**src/rtl/axi_arb_pkg.sv**
```systemverilog
// Shared types and response codes for the AXI-Lite request arbiter.
// Optional build macro used by this slice: AXI_ARB_FIXED_PRIORITY_EN.
package axi_arb_pkg;

  typedef enum logic [2:0] {
    ARB_IDLE    = 3'd0,
    ARB_WR_AW_W = 3'd1,
    ARB_WR_B    = 3'd2,
    ARB_RD_AR   = 3'd3,
    ARB_RD_R    = 3'd4,
    ARB_DONE    = 3'd5
  } arb_state_t;

  localparam logic [1:0] RESP_OKAY   = 2'b00;
  localparam logic [1:0] RESP_EXOKAY = 2'b01;
  localparam logic [1:0] RESP_SLVERR = 2'b10;
  localparam logic [1:0] RESP_DECERR = 2'b11;

  // Anything other than a plain OKAY, including EXOKAY, is reported as an error.
  function automatic logic resp_is_err(input logic [1:0] resp);
    return resp != RESP_OKAY;
  endfunction

endpackage

```
**src/rtl/rr_arbiter.sv**
```systemverilog
// Combinational grant selection: round-robin from last_grant+1, or fixed
// priority (lowest index wins) when AXI_ARB_FIXED_PRIORITY_EN is defined.
module rr_arbiter
  import axi_arb_pkg::*;
#(
  parameter int NUM_REQ = 2,
  parameter int IDX_W   = 1
) (
  input  logic [NUM_REQ-1:0] req,
  input  logic [IDX_W-1:0]   last_grant,
  output logic [NUM_REQ-1:0] grant,
  output logic [IDX_W-1:0]   grant_idx,
  output logic               any
);

  logic [IDX_W-1:0] cand;

  always_comb begin
    grant     = '0;
    grant_idx = '0;
    any       = 1'b0;
    cand      = '0;
    for (int i = 0; i < NUM_REQ; i++) begin
`ifdef AXI_ARB_FIXED_PRIORITY_EN
      cand = IDX_W'(i);
`else
      cand = IDX_W'((int'(last_grant) + 1 + i) % NUM_REQ);
`endif
      if (!any && req[cand]) begin
        any       = 1'b1;
        grant_idx = cand;
      end
    end
    for (int i = 0; i < NUM_REQ; i++) begin
      if (any && grant_idx == IDX_W'(i)) grant[i] = 1'b1;
    end
  end

endmodule

```
**src/rtl/axi_lite_arbiter.sv**
```systemverilog
// Arbitrates NUM_REQ simple command ports onto one AXI-Lite master, one
// transaction at a time. Build macro: AXI_ARB_FIXED_PRIORITY_EN (fixed priority).
//   state       | meaning
//   ARB_IDLE    | waiting for any req_valid; grant pulse issued here
//   ARB_WR_AW_W | AW and W offered together, each retires on its own handshake
//   ARB_WR_B    | waiting for write response
//   ARB_RD_AR   | read address offered
//   ARB_RD_R    | waiting for read data
//   ARB_DONE    | one-cycle rsp_valid pulse to the granted requester
module axi_lite_arbiter
  import axi_arb_pkg::*;
#(
  parameter int NUM_REQ    = 2,
  parameter int DATA_WIDTH = 32,
  parameter int ADDR_WIDTH = 8
) (
  input  logic                          axi_aclk,
  input  logic                          axi_areset,
  input  logic [NUM_REQ-1:0]            req_valid,
  input  logic [NUM_REQ-1:0]            req_we,
  input  logic [NUM_REQ*ADDR_WIDTH-1:0] req_addr,
  input  logic [NUM_REQ*DATA_WIDTH-1:0] req_wdata,
  output logic [NUM_REQ-1:0]            req_ready,
  output logic [NUM_REQ-1:0]            rsp_valid,
  output logic [DATA_WIDTH-1:0]         rsp_rdata,
  output logic                          rsp_err,
  output logic [ADDR_WIDTH-1:0]         m0_axi_awaddr,
  output logic                          m0_axi_awvalid,
  input  logic                          m0_axi_awready,
  output logic [DATA_WIDTH-1:0]         m0_axi_wdata,
  output logic [DATA_WIDTH/8-1:0]       m0_axi_wstrb,
  output logic                          m0_axi_wvalid,
  input  logic                          m0_axi_wready,
  input  logic [1:0]                    m0_axi_bresp,
  input  logic                          m0_axi_bvalid,
  output logic                          m0_axi_bready,
  output logic [ADDR_WIDTH-1:0]         m0_axi_araddr,
  output logic                          m0_axi_arvalid,
  input  logic                          m0_axi_arready,
  input  logic [DATA_WIDTH-1:0]         m0_axi_rdata,
  input  logic [1:0]                    m0_axi_rresp,
  input  logic                          m0_axi_rvalid,
  output logic                          m0_axi_rready
);

  localparam int IDX_W = (NUM_REQ > 1) ? $clog2(NUM_REQ) : 1;

  arb_state_t state, state_nxt;

  logic [IDX_W-1:0]      last_grant;
  logic [IDX_W-1:0]      gnt_idx_q;
  logic [IDX_W-1:0]      arb_idx;
  logic [NUM_REQ-1:0]    arb_gnt;
  logic                  arb_any;
  logic                  grant_fire;

  logic                  sel_we;
  logic [ADDR_WIDTH-1:0] sel_addr;
  logic [DATA_WIDTH-1:0] sel_wdata;

  logic [ADDR_WIDTH-1:0] addr_q;
  logic [DATA_WIDTH-1:0] wdata_q;
  logic [DATA_WIDTH-1:0] rdata_q;
  logic                  err_q;
  logic                  aw_done;
  logic                  w_done;

  logic                  aw_fire, w_fire, b_fire, ar_fire, r_fire;

  rr_arbiter #(
    .NUM_REQ (NUM_REQ),
    .IDX_W   (IDX_W)
  ) u_rr_arbiter (
    .req        (req_valid),
    .last_grant (last_grant),
    .grant      (arb_gnt),
    .grant_idx  (arb_idx),
    .any        (arb_any)
  );

  // Reset gates the grant so req_ready is low the instant reset rises.
  assign grant_fire = (state == ARB_IDLE) && arb_any && !axi_areset;
  assign req_ready  = grant_fire ? arb_gnt : '0;

  always_comb begin
    sel_we    = 1'b0;
    sel_addr  = '0;
    sel_wdata = '0;
    for (int i = 0; i < NUM_REQ; i++) begin
      if (arb_idx == IDX_W'(i)) begin
        sel_we    = req_we[i];
        sel_addr  = req_addr[i*ADDR_WIDTH +: ADDR_WIDTH];
        sel_wdata = req_wdata[i*DATA_WIDTH +: DATA_WIDTH];
      end
    end
  end

  assign m0_axi_awvalid = (state == ARB_WR_AW_W) && !aw_done;
  assign m0_axi_wvalid  = (state == ARB_WR_AW_W) && !w_done;
  assign m0_axi_bready  = (state == ARB_WR_B);
  assign m0_axi_arvalid = (state == ARB_RD_AR);
  assign m0_axi_rready  = (state == ARB_RD_R);
  assign m0_axi_awaddr  = addr_q;
  assign m0_axi_araddr  = addr_q;
  assign m0_axi_wdata   = wdata_q;
  assign m0_axi_wstrb   = '1;

  assign aw_fire = m0_axi_awvalid && m0_axi_awready;
  assign w_fire  = m0_axi_wvalid  && m0_axi_wready;
  assign b_fire  = m0_axi_bvalid  && m0_axi_bready;
  assign ar_fire = m0_axi_arvalid && m0_axi_arready;
  assign r_fire  = m0_axi_rvalid  && m0_axi_rready;

  always_comb begin
    rsp_valid = '0;
    for (int i = 0; i < NUM_REQ; i++) begin
      if (gnt_idx_q == IDX_W'(i)) rsp_valid[i] = (state == ARB_DONE);
    end
  end

  assign rsp_rdata = (state == ARB_DONE) ? rdata_q : '0;
  assign rsp_err   = (state == ARB_DONE) ? err_q   : 1'b0;

  always_comb begin
    state_nxt = state;
    case (state)
      ARB_IDLE:    if (grant_fire) state_nxt = sel_we ? ARB_WR_AW_W : ARB_RD_AR;
      ARB_WR_AW_W: if ((aw_done || aw_fire) && (w_done || w_fire)) state_nxt = ARB_WR_B;
      ARB_WR_B:    if (b_fire) state_nxt = ARB_DONE;
      ARB_RD_AR:   if (ar_fire) state_nxt = ARB_RD_R;
      ARB_RD_R:    if (r_fire) state_nxt = ARB_DONE;
      ARB_DONE:    state_nxt = ARB_IDLE;
      default:     state_nxt = ARB_IDLE;
    endcase
  end

  always_ff @(posedge axi_aclk or posedge axi_areset) begin
    if (axi_areset) begin
      state      <= ARB_IDLE;
      last_grant <= IDX_W'(NUM_REQ - 1);
      gnt_idx_q  <= '0;
      addr_q     <= '0;
      wdata_q    <= '0;
      rdata_q    <= '0;
      err_q      <= 1'b0;
      aw_done    <= 1'b0;
      w_done     <= 1'b0;
    end else begin
      state <= state_nxt;
      if (grant_fire) begin
        last_grant <= arb_idx;
        gnt_idx_q  <= arb_idx;
        addr_q     <= sel_addr;
        wdata_q    <= sel_we ? sel_wdata : '0;
        rdata_q    <= '0;
        err_q      <= 1'b0;
        aw_done    <= 1'b0;
        w_done     <= 1'b0;
      end
      if (aw_fire) aw_done <= 1'b1;
      if (w_fire)  w_done  <= 1'b1;
      if (b_fire)  err_q   <= resp_is_err(m0_axi_bresp);
      if (r_fire) begin
        rdata_q <= m0_axi_rdata;
        err_q   <= resp_is_err(m0_axi_rresp);
      end
    end
  end

endmodule

```
**config.mk**
```make
export PLATFORM = sky130hd
export DESIGN_NAME = axi_lite_arbiter
export DESIGN_NICKNAME = d
export VERILOG_FILES = /design/src/rtl/axi_arb_pkg.sv /design/src/rtl/rr_arbiter.sv /design/src/rtl/axi_lite_arbiter.sv
export SDC_FILE = /design/constraint.sdc
export NUM_CORES = 1
export LEC_CHECK = 0
export CAP_MARGIN = 20
export CORE_ASPECT_RATIO = 0.9
export CORE_UTILIZATION = 35
export DETAILED_ROUTE_END_ITERATION = 12
export PLACE_DENSITY = 0.81
export SETUP_SLACK_MARGIN = 0.3
export SYNTH_ARGS = -nofsm -noshare
export SYNTH_HDL_FRONTEND = slang
export SYNTH_SLANG_ARGS = --single-unit
```
**constraint.sdc**
```tcl
create_clock -name axi_aclk -period 2.7 [get_ports axi_aclk]
set_clock_uncertainty 0.05 [all_clocks]
set_input_delay 0.27 -clock axi_aclk [delete_from_list [all_inputs] [get_ports axi_aclk]]
set_output_delay 0.27 -clock axi_aclk [all_outputs]
set_load 0.02 [all_outputs]
```
=== After elaboration in Yosys (flattened, before gate mapping) ===
Index checks and enable logic that the tools add are counted.
W data, S select, Z words.

* Flip-flop bits (word level): 80
* Output and inout bits: 94
* Logic and storage cells: 84

* Add/subtract/negate cells: 2
* Order comparisons: 2
* Equal/unequal tests: 10
* Multiplexer cells: 33
* Bitwise gates (word level): 1
* Reductions and logical operators: 27

{| class="wikitable"
|+ Operator list
! operator !! number
|-
| $mux W32 || 5
|-
| $mux W1 || 19
|-
| $mux W3 || 5
|-
| $pmux W3 S5 || 1
|-
| $logic_and A1 B1 Y1 || 13
|-
| $reduce_bool A2 Y1 || 5
|-
| $mux W8 || 1
|-
| $ne A2 B1 Y1 const B || 4
|-
| $eq A3 B2 Y1 const B || 2
|-
| $eq A3 B3 Y1 const B || 2
|-
| $reduce_and A5 Y1 || 1
|-
| $logic_not A1 Y1 || 4
|-
| $lt A1 B2 Y1 const B || 2
|-
| $mux W2 || 2
|-
| $eq A3 B1 Y1 const B || 1
|-
| $logic_not A3 Y1 || 1
|-
| $reduce_bool A3 Y1 || 1
|-
| $add A1 B1 Y1 const B || 2
|-
| $logic_or A1 B1 Y1 || 2
|-
| $ne A2 B2 Y1 const B || 1
|-
| $not A1 Y1 || 1
|}

=== Logic depth before layout (Yosys ltp) ===
* Depth in word-level cells: 12
* Depth in mapped cells: 6
* Depth with buffers taken out: 3

=== By module ===
Synthesis repeated with hierarchy kept, for this count alone.

* Cell total of the unflattened synthesis: 428
* Area total of the unflattened synthesis: 4200.3 µm²

{| class="wikitable"
|+ By module, submodules not included
! module !! times used !! cells an instance !! area an instance (µm²) !! sequential area each (µm²)
|-
| axi_lite_arbiter || 1 || 423 || 4167.7 || 2003.2
|-
| rr_arbiter || 1 || 5 || 32.5 || 0.0
|}

=== Worst setup path before layout ===
Ideal clock, no wire load.

* Kind: reg-to-reg
* Start: register state[2]
* End: register wdata_q[0], in the netlist m0_axi_wdata[0]
* Data arrival time: 1.518 ns
* Required time: 2.523 ns
* Slack: 1.004 ns
* Stages on the path, launching flop included: 6
* Buffers on the path: 2
* Period minus slack after synthesis: 1.696 ns
* Cell sequence: dfrtp_1 -> buf_2 -> or3_4 -> nor2_8 -> buf_6 -> mux2_1

* Word-level cells in the longest chain between the ends: 3

{| class="wikitable"
|+ Ends and longest elaborated chain
! item !! line !! RTL
|-
| start, declared || axi_lite_arbiter.sv:48 || <nowiki>arb_state_t state, state_nxt;</nowiki>
|-
| start signal, assigned || axi_lite_arbiter.sv:149 || <nowiki>state <= state_nxt;</nowiki>
|-
| $logic_not A3 Y1 || axi_lite_arbiter.sv:82 || <nowiki>assign grant_fire = (state == ARB_IDLE) && arb_any && !axi_areset;</nowiki>
|-
| $logic_and A1 B1 Y1 (2 in a row) || axi_lite_arbiter.sv:82 ||
|-
| end signal, assigned || axi_lite_arbiter.sv:154 || <nowiki>wdata_q <= sel_we ? sel_wdata : '0;</nowiki>
|-
| end, declared || axi_lite_arbiter.sv:62 || <nowiki>logic [DATA_WIDTH-1:0] wdata_q;</nowiki>
|}

No other way between the ends.
A chain may end at the register's enable or synchronous reset.

=== Final worst setup path ===
* Start: register state[1]
* End: output port rsp_rdata[1]

* Word-level cells in the longest chain between the ends: 2

{| class="wikitable"
|+ Ends and longest elaborated chain
! item !! line !! RTL
|-
| $eq A3 B3 Y1 || axi_lite_arbiter.sv:121 || <nowiki>assign rsp_rdata = (state == ARB_DONE) ? rdata_q : '0;</nowiki>
|-
| $mux W32 || axi_lite_arbiter.sv:121 ||
|-
| end, declared || axi_lite_arbiter.sv:25 || <nowiki>output logic [DATA_WIDTH-1:0] rsp_rdata,</nowiki>
|}

No other way between the ends.

==> flow_summary.toml <==
[cts]
clockRootBuffer = "clkbuf_16"
htree_levels = 3
clk_latency_ns = 0.33
clkTransAtPathRegs_ns = 0.07
tritoncts = "done"
clock-sinks = 80
cts_buffer_depth = 2
cts_hold_buf = 0
cts_buffers = 9

[layout]
antenna_cells = 0
drive_gt1_share_pct = 7.718
stdcell_area_um2 = 6765
final_cells = 765
final_nets = 731
area_growth_pct = 61.79
fillCellCount = 983
finish.utilization_pct = 58.69

[route]
avgRoutedWirePerCell_um = 15.76
drtAntennaViolNets = 0
finalWirelength_um = 12060
drc = 0
detailroute.via_count = 3735
viasPerCell = 4.882
dr.first_iter.drc_count = 158
drt_first_pass_iters = 5

[global_routing]
grt_pass1_vias = 3657
grt_use_met3_pct = 7.016
grt_max_degree = 49
grt.met2_usage_pct = 32.48
use_met1_pct = 22.36
grt_pass1_wl_um = 18220
grt-busiest-layer = "met2"
grt_use_total_pct = 19.22
antenna_found_initial = 0
overflow = 0

[floorplanning]
core-area_um2 = 11530
fp.dieH_um = 105.7
start_util_pct = 36.27
core.rowCount = 37
ios = 221
dieArea_um2 = 12390
fp.dieW_um = 117.2

[worst_setup_path]
crit_arrival_ns = 2.01
endpoint_kind = "primary output"
path_class = "flop to primary output"
worst-path-max-fanout = 17
r2r_slack_ns = 0.65
required_ns = 2.38
cp-start-kind = "flop"

[synthesis]
synth_edf_count = 0
yosys_warnings = 0
synth_area_um2 = 4182
ys.flop_type = "dfrtp_1"
avgSynthCellArea_um2 = 10.40
synthCells = 402
synth.distinct_cells = 37
async_reset_ff_share_pct = 100.0
ys_seq_elements = 80
ys_seq_area_share_pct = 47.91

[timing]
worstMarginPinSlew_ns = 0.5885
clock.fmax_mhz = 428.5
rsz0062_at_grt = "yes"
finalSetupViolCount = 0
slew_headroom_pct = 60.72
finalHoldViolCount = 0
fin_crit_sh_pct = 86.44
maxSlewViolCount = 0
final.setup.tns_ns = 0
finalCriticalPeriod_ns = 2.334
layout_setup_ws_ns = 0.3662
holdWs_ns = 0.3004

[job]
cap_violations = 0

[pwr]
p_total_mw = 6.428
pwr_density_cell_nw_per_um2 = 950.1
p_leak_nw = 3.275
ir_worst_vdd_mv = 0.3687

[placed_design]
finalWeightedCongestion = 0.7581
place_area_um2 = 6445
placed_cells = 746
io_buffers = 216
post-place-ws_ns = 0.3947
dp_hpwl_um = 8784

[hold_path]
min_path_type = "input port to asynchronous set/reset pin"

[outcome]
status = "finished clean"
[placed cells by master, fill, tap and decap left out, drive strengths merged, types with 2 or more instances in the layout]
master and instances:
a21oi 10, a22o 32, a22oi 2, a31oi 8, and2 34, buf 15
clkbuf 9, clkdlybuf4s50 180, clkinv 2, conb 4, dfrtp 79, dlygate4sd2 31
dlymetal6s2s 5, inv 5, mux2 33, mux2i 34, nand2 84, nand2b 4
nor2 12, nor3 2, o21ai 6, o221ai 2, o22ai 2
[cell type report]
type                            count  area [um^2]  share of cell area, %
Inverter                            2        8.758                 0.1295
Sequential cell                    80         2007                  29.67
Clock inverter                      7        86.33                  1.276
Multi-Input combinational cell    280         1943                  28.72
Timing Repair Buffer              231         2300                  33.99
Clock buffer                        9        225.2                  3.329
Tap cell                          156        195.2                  2.885
[synthesized netlist by cell type (4+ instances only)]
library cell / number / share of area, %
nand2b_1: 4 / 0.60
a31oi_1: 8 / 1.2
buf_6: 4 / 1.1
mux2i_1: 34 / 8.1
a22o_1: 32 / 6.7
and2_1: 34 / 5.1
clkbuf_1: 13 / 1.2
buf_2: 11 / 1.3
dfrtp_1: 79 / 47
nand2_1: 84 / 7.5
a21oi_1: 9 / 1.1
o21ai_0: 6 / 0.72
buf_4: 15 / 2.7
nor2_1: 11 / 0.99
mux2_1: 32 / 8.6
[power breakdown]
group          leakage (nW)  internal [mW]  switching [mW]
clock network         0.150          0.737           0.521
logic                  2.09           1.52            1.44
registers              1.03           1.80           0.400
[layer usage]
| layer | vias up | part of all wire (%) |
|---|---|---|
| met5 | - | 0 |
| met2 | 190 | 46 |
| met4 | 0 | 1.5 |
| li1 | 1767 | - |
| met1 | 1766 | 41 |
| met3 | 12 | 11 |
[critical path: stages (launching register included)]
cell	delay (ns)
dfrtp_2	0.49
nand2b_1	0.26
nor2_4	0.16
buf_2	0.28
and2_1	0.17
dlygate4sd2_1	0.33
[repair_timing]
action / CTS / global route
buffers inserted: 0 / 2
endpoints found under the setup margin: 35 / 5
endpoints found under the hold margin: 0 / 0
cloned: 0 / 1
resized for setup: 34 / 8
[registers in the layout, indices dropped and copies added, names as in the netlist]
signal / flops
aw_done: 1
err_q: 1
gnt_idx_q: 1
last_grant: 1
m0_axi_araddr: 8
m0_axi_wdata: 32
rdata_q: 32
state: 3
w_done: 1
[kinds of logic after synthesis]
| kind of cell | Yosys count | synth area share [%] |
|---|---|---|
| compound gates | 68 | 12.36 |
| flops | 80 | 47.91 |
| simple gates | 141 | 16.19 |
| buf+inv | 45 | 6.433 |
| other cells | 1 | 0.08968 |
| mux | 67 | 17.03 |
[worst paths after layout]
check                           startpoint                to  depth (start not counted)
setup / recovery                  state[1]      rsp_rdata[1]                          5
hold / removal                  axi_areset  m0_axi_araddr[1]                          2
setup reg to reg                  state[0]  m0_axi_wdata[15]                          5
hold reg to reg            m0_axi_wdata[4]   m0_axi_wdata[4]                          1
max in group asynchronous       axi_areset        last_grant                          3
min in group axi_aclk      m0_axi_wdata[4]   m0_axi_wdata[4]                          1
(Power assumes the default switching activity.)
==> RTL change 1, RTL diff (same settings) <==
The 6 states of `arb_state_t` get a one-hot encoding in 6 bits.
--- a/src/rtl/axi_arb_pkg.sv
+++ b/src/rtl/axi_arb_pkg.sv
@@ -2,13 +2,13 @@
 // Optional build macro used by this slice: AXI_ARB_FIXED_PRIORITY_EN.
 package axi_arb_pkg;
 
-  typedef enum logic [2:0] {
-    ARB_IDLE    = 3'd0,
-    ARB_WR_AW_W = 3'd1,
-    ARB_WR_B    = 3'd2,
-    ARB_RD_AR   = 3'd3,
-    ARB_RD_R    = 3'd4,
-    ARB_DONE    = 3'd5
+  typedef enum logic [5:0] {
+    ARB_IDLE    = 6'b000001,
+    ARB_WR_AW_W = 6'b000010,
+    ARB_WR_B    = 6'b000100,
+    ARB_RD_AR   = 6'b001000,
+    ARB_RD_R    = 6'b010000,
+    ARB_DONE    = 6'b100000
   } arb_state_t;
 
   localparam logic [1:0] RESP_OKAY   = 2'b00;
Behaviour: same outputs for any inputs over 10 cycles, from zero or initial values and one cycle with axi_areset high; not proved beyond that.
==> RTL change 1 against the original RTL <==
- cell area up 3.0%
- core utilization increased by 5.3 points
- setup slack got worse by 160 ps
- sequential share of layout area increased by 0.17 points
- area after synthesis shrank 5.8%
- via count decreased by 3.7%
- highest routed layer unchanged
- largest power group unchanged
- sequential cell count increased by 3
- routed wire length is 1.8% lower
- power fell by 18%
- largest cell class unchanged
==> RTL change 1: results (changes against the original RTL) <==
relSlewSlack_pct: 58.8  # -2.0 points
clkCellAreaFrac_pct: 4.43  # -0.17 points
inverters_excl_clock: 4  # +2
p_comb_mw: 2.21  # -26%
p_seq_mw: 1.81  # -18%
ys_warn_count: 0  # unchanged
ctsResizeCount: 266  # +680%
ys_types: 39  # +5.4%
cp_top_family: "simple AND/OR/NAND/NOR gates"
hold_viol: 0  # unchanged
min_path_type: "register to register"
synthArstFlopShare_pct: 100  # unchanged
post_cts_buffers: 6  # +6
p_per_area_nw_per_um2: 758  # -20%
irDropWorstVdd_v: 0.000630  # +71%
buffer_area_share_pct: 37.3  # +3.3 points
drive_gt1_share_pct: 25.8  # +18 points
routedWlPerCell_um: 16.0  # +1.4%
internal-power_mw: 3.50  # -14%
dpl_cell_area_sq_um: 6250  # -3.0%
r2r_cells: 6  # +1
cp_slowest_stage_delay_ps: 590  # +100 ps
outcome: "finished, final reports clean"
via_per_inst: 4.85  # -0.60%
grt_util_met1_pct: 24.0  # +1.6 points
critPathArrivalTime_ps: 2170  # +160 ps
dr.pass1.iters: 4  # -1
use_met3_pct: 4.64  # -2.4 points
multi_input_area_share_pct: 25.4  # -3.3 points
numCtsBuffers: 9  # unchanged
wl_met3_um: 768  # -43%
worstHoldPathCells: 2
crit_slowest_cell: "or4b_4"
htreeDepth: 3  # unchanged
synth.area.top_cells: "dfrtp_1 51%, mux2i_1 9.9%, a22o_1 7.6%"
multi_input_gates: 236  # -16%
grt_pass1_vias: 3641  # -0.44%
track_usage_pct: 20.2  # +0.94 points
cts-root-buf: "clkbuf_16"
n_all_buffers: 250  # +8.2%
grt_pass1_wl_mm: 18.3  # +0.19%
critical_path.max_fanout: 4  # -13
met2_usage_pct: 36.7  # +4.2 points
routed.top_layer: "met4"
dr.first_iter.drc_count: 138  # -13%
grt_start_max_net_pins: 54  # +10%
synth_seq_area_share_pct: 52.8  # +4.9 points
ys_seq_elements: 83  # +3.8%
grt_antenna_before_repair: 0  # unchanged
place_congestion: 0.796  # +4.9%
n_fill_cell: 873  # -11%
fin_nets: 711  # -2.7%
ys_top_cells_by_count: "81 x dfrtp_1, 44 x nand2_1, 39 x mux2i_1"
p_leak_nw: 3.21  # -2.1%
seq_area_share_pct: 29.8  # +0.17 points
clockBufferCount: 10  # +1
wl_met1_mm: 4.83  # -2.9%
met2RoutedLength_mm: 6.11  # +10%
dp.final_hpwl_mm: 8.39  # -4.5%
-- RTL change 1: worst paths after layout --
path	start	slack [ps]	to
worst min-delay path	m0_axi_wdata[10]	430	m0_axi_wdata[10]
worst max register to register	state[4]	370	err_q
worst min register to register	m0_axi_wdata[10]	430	m0_axi_wdata[10]
worst max-delay path	state[4]	210	req_ready[0]
min in group asynchronous	axi_areset	470	gnt_idx_q
max in group asynchronous	axi_areset	1640	rdata_q[20]
-- RTL change 1: per-stage QoR --
step           hold slack [ps]  instances  utilization, %  worst slack, ps
6_report                   428        741            63.9              206
5_1_grt                    462        741            63.9              159
4_1_cts                    435        736            62.6              209
3_5_place_dp               413        710            57.4             22.1
3_3_place_gp               405        709            57.2             20.2
2_1_floorplan              303        359               -              322
-- RTL change 1: cells by family after synthesis --
group,Yosys count,share of synthesized area [%]
and+or+nand+nor,105,14.4
AOI/OAI and AO/OA,86,15.9
DFF,83,52.8
muxes,41,10.5
buffers and inverters,40,6.35
other,1,0.0952
==> RTL change 2, RTL diff (config.mk and constraints unchanged) <==
Without the edit above. Build with the macro `AXI_ARB_FIXED_PRIORITY_EN` defined.
--- a/src/rtl/rr_arbiter.sv
+++ b/src/rtl/rr_arbiter.sv
@@ -1,5 +1,7 @@
 // Combinational grant selection: round-robin from last_grant+1, or fixed
 // priority (lowest index wins) when AXI_ARB_FIXED_PRIORITY_EN is defined.
+`define AXI_ARB_FIXED_PRIORITY_EN
+
 module rr_arbiter
   import axi_arb_pkg::*;
 #(
Formal check against the unedited RTL: not equivalent (Yosys sat finds a counterexample within 10 cycles, from zero or initial values and one cycle with axi_areset high).
==> RTL change 2 against the original RTL <==
- setup slack worse by 46 ps
- routed wire length rose by 1.1%
- cell area decreased by 2.5%
- power is 9.8% lower
- first-iteration DRC count increased by 1.9%
- sequential cell count is 1 lower
- area after synthesis fell by 4.6%
- critical endpoint is now m0_axi_bready
- largest power group unchanged
- highest routed layer unchanged
==> RTL change 2: results (changes against the original RTL) <==
p_seq_share_pct: 33.6  # -0.7 points
critPathArrivalTime_ps: 2060  # +50 ps
wl_met1_mm: 4.81  # -3.4%
ys_top_cells_by_count: "119 x nand2_1, 79 x dfrtp_1, 35 x o31ai_1"
dpl_cell_area_sq_um: 6200  # -3.7%
cp-startpoint: "state[0]"
synth.area.top_cells: "dfrtp_1 50%, nand2_1 11%, mux2i_1 8.3%"
crit_path_end: "m0_axi_bready"
outcome: "finished, final reports clean"
ys.flop_type: "dfrtp_1"
crit-reg2reg-launch: "state[2]"
clk_path_buf_depth: 2  # unchanged
numCtsBuffers: 9  # unchanged
ys_warn_count: 0  # unchanged
r2r_cells: 4  # -1
met2RoutedLength_mm: 6.20  # +12%
via_per_inst: 4.95  # +1.5%
ctsResizeCount: 5  # -85%
cts.clk_slew.worst_paths_ps: 60
r2r_slack_ps: 610  # -40 ps
grt_antenna_before_repair: 0  # unchanged
power.share.clock_pct: 19.2  # -0.4 points
dr.pass1.iters: 5  # unchanged
track_usage_pct: 20.2  # +0.97 points
wl_met3_um: 969  # -28%
grt_pass1_vias: 3771  # +3.1%
drive_gt1_share_pct: 5.66  # -2.1 points
p_leak_nw: 3.59  # +9.8%
min_to: "m0_axi_wdata[2]"
min_path_type: "register to register"
dr.first_iter.drc_count: 161  # +1.9%
critical_path.max_fanout: 43  # +26
reg2reg_to: "m0_axi_wdata[21]"
cp_slowest_stage_delay_ps: 690  # +200 ps
relSlewSlack_pct: 50.9  # -9.8 points
finalCritPeriodShare_pct: 88.2  # +1.7 points
irDropWorstVdd_v: 0.000335  # -9.1%
place_congestion: 0.798  # +5.2%
use_met3_pct: 5.59  # -1.4 points
internal-power_mw: 3.58  # -12%
grt_start_max_net_pins: 100  # +100%
ys_types: 33  # -11%
worstHoldPathCells: 2
cts-root-buf: "clkbuf_16"
post-place-ws_ps: 110  # -284 ps
routedWlPerCell_um: 15.5  # -1.9%
dp.final_hpwl_mm: 8.93  # +1.7%
synth_seq_area_share_pct: 49.5  # +1.6 points
crit_slowest_cell: "clkdlybuf4s50_1"
grt_pass1_wl_mm: 18.6  # +1.9%
met2_usage_pct: 36.8  # +4.4 points
grt_util_met1_pct: 23.3  # +0.99 points
fin_nets: 758  # +3.7%
## RTL change 2: cells by family (layout without fill, tap and decap cells)
kind of cell	Yosys count	after routing	synth area share, %
mux	33	33	8.28
compound gates	57	57	10.2
flops	79	79	49.5
other cells	1	4	0.0940
buf+inv	54	249	7.40
simple gates	214	214	24.5
## RTL change 2: cell type report
type | count | area (sq um)
Fill cell | 926 | 4350
Timing Repair Buffer | 228 | 2380
Sequential cell | 79 | 1980
Multi-Input combinational cell | 308 | 1750
Clock buffer | 11 | 243
Tap cell | 152 | 190
Clock inverter | 5 | 33.8
Inverter | 5 | 20.0
## RTL change 2: stage by stage
stage | util [%] | cells | hold slack, ps | power (mW)
floorplan | - | 441 | 325 | 3.49
global route | 60.2 | 788 | 416 | 6.18
detailed placement | 56.7 | 771 | 415 | 4.71
global placement | 56.7 | 771 | 409 | 4.61
finish | 60.2 | 788 | 423 | 5.80
CTS | 59.2 | 787 | 404 | 5.84
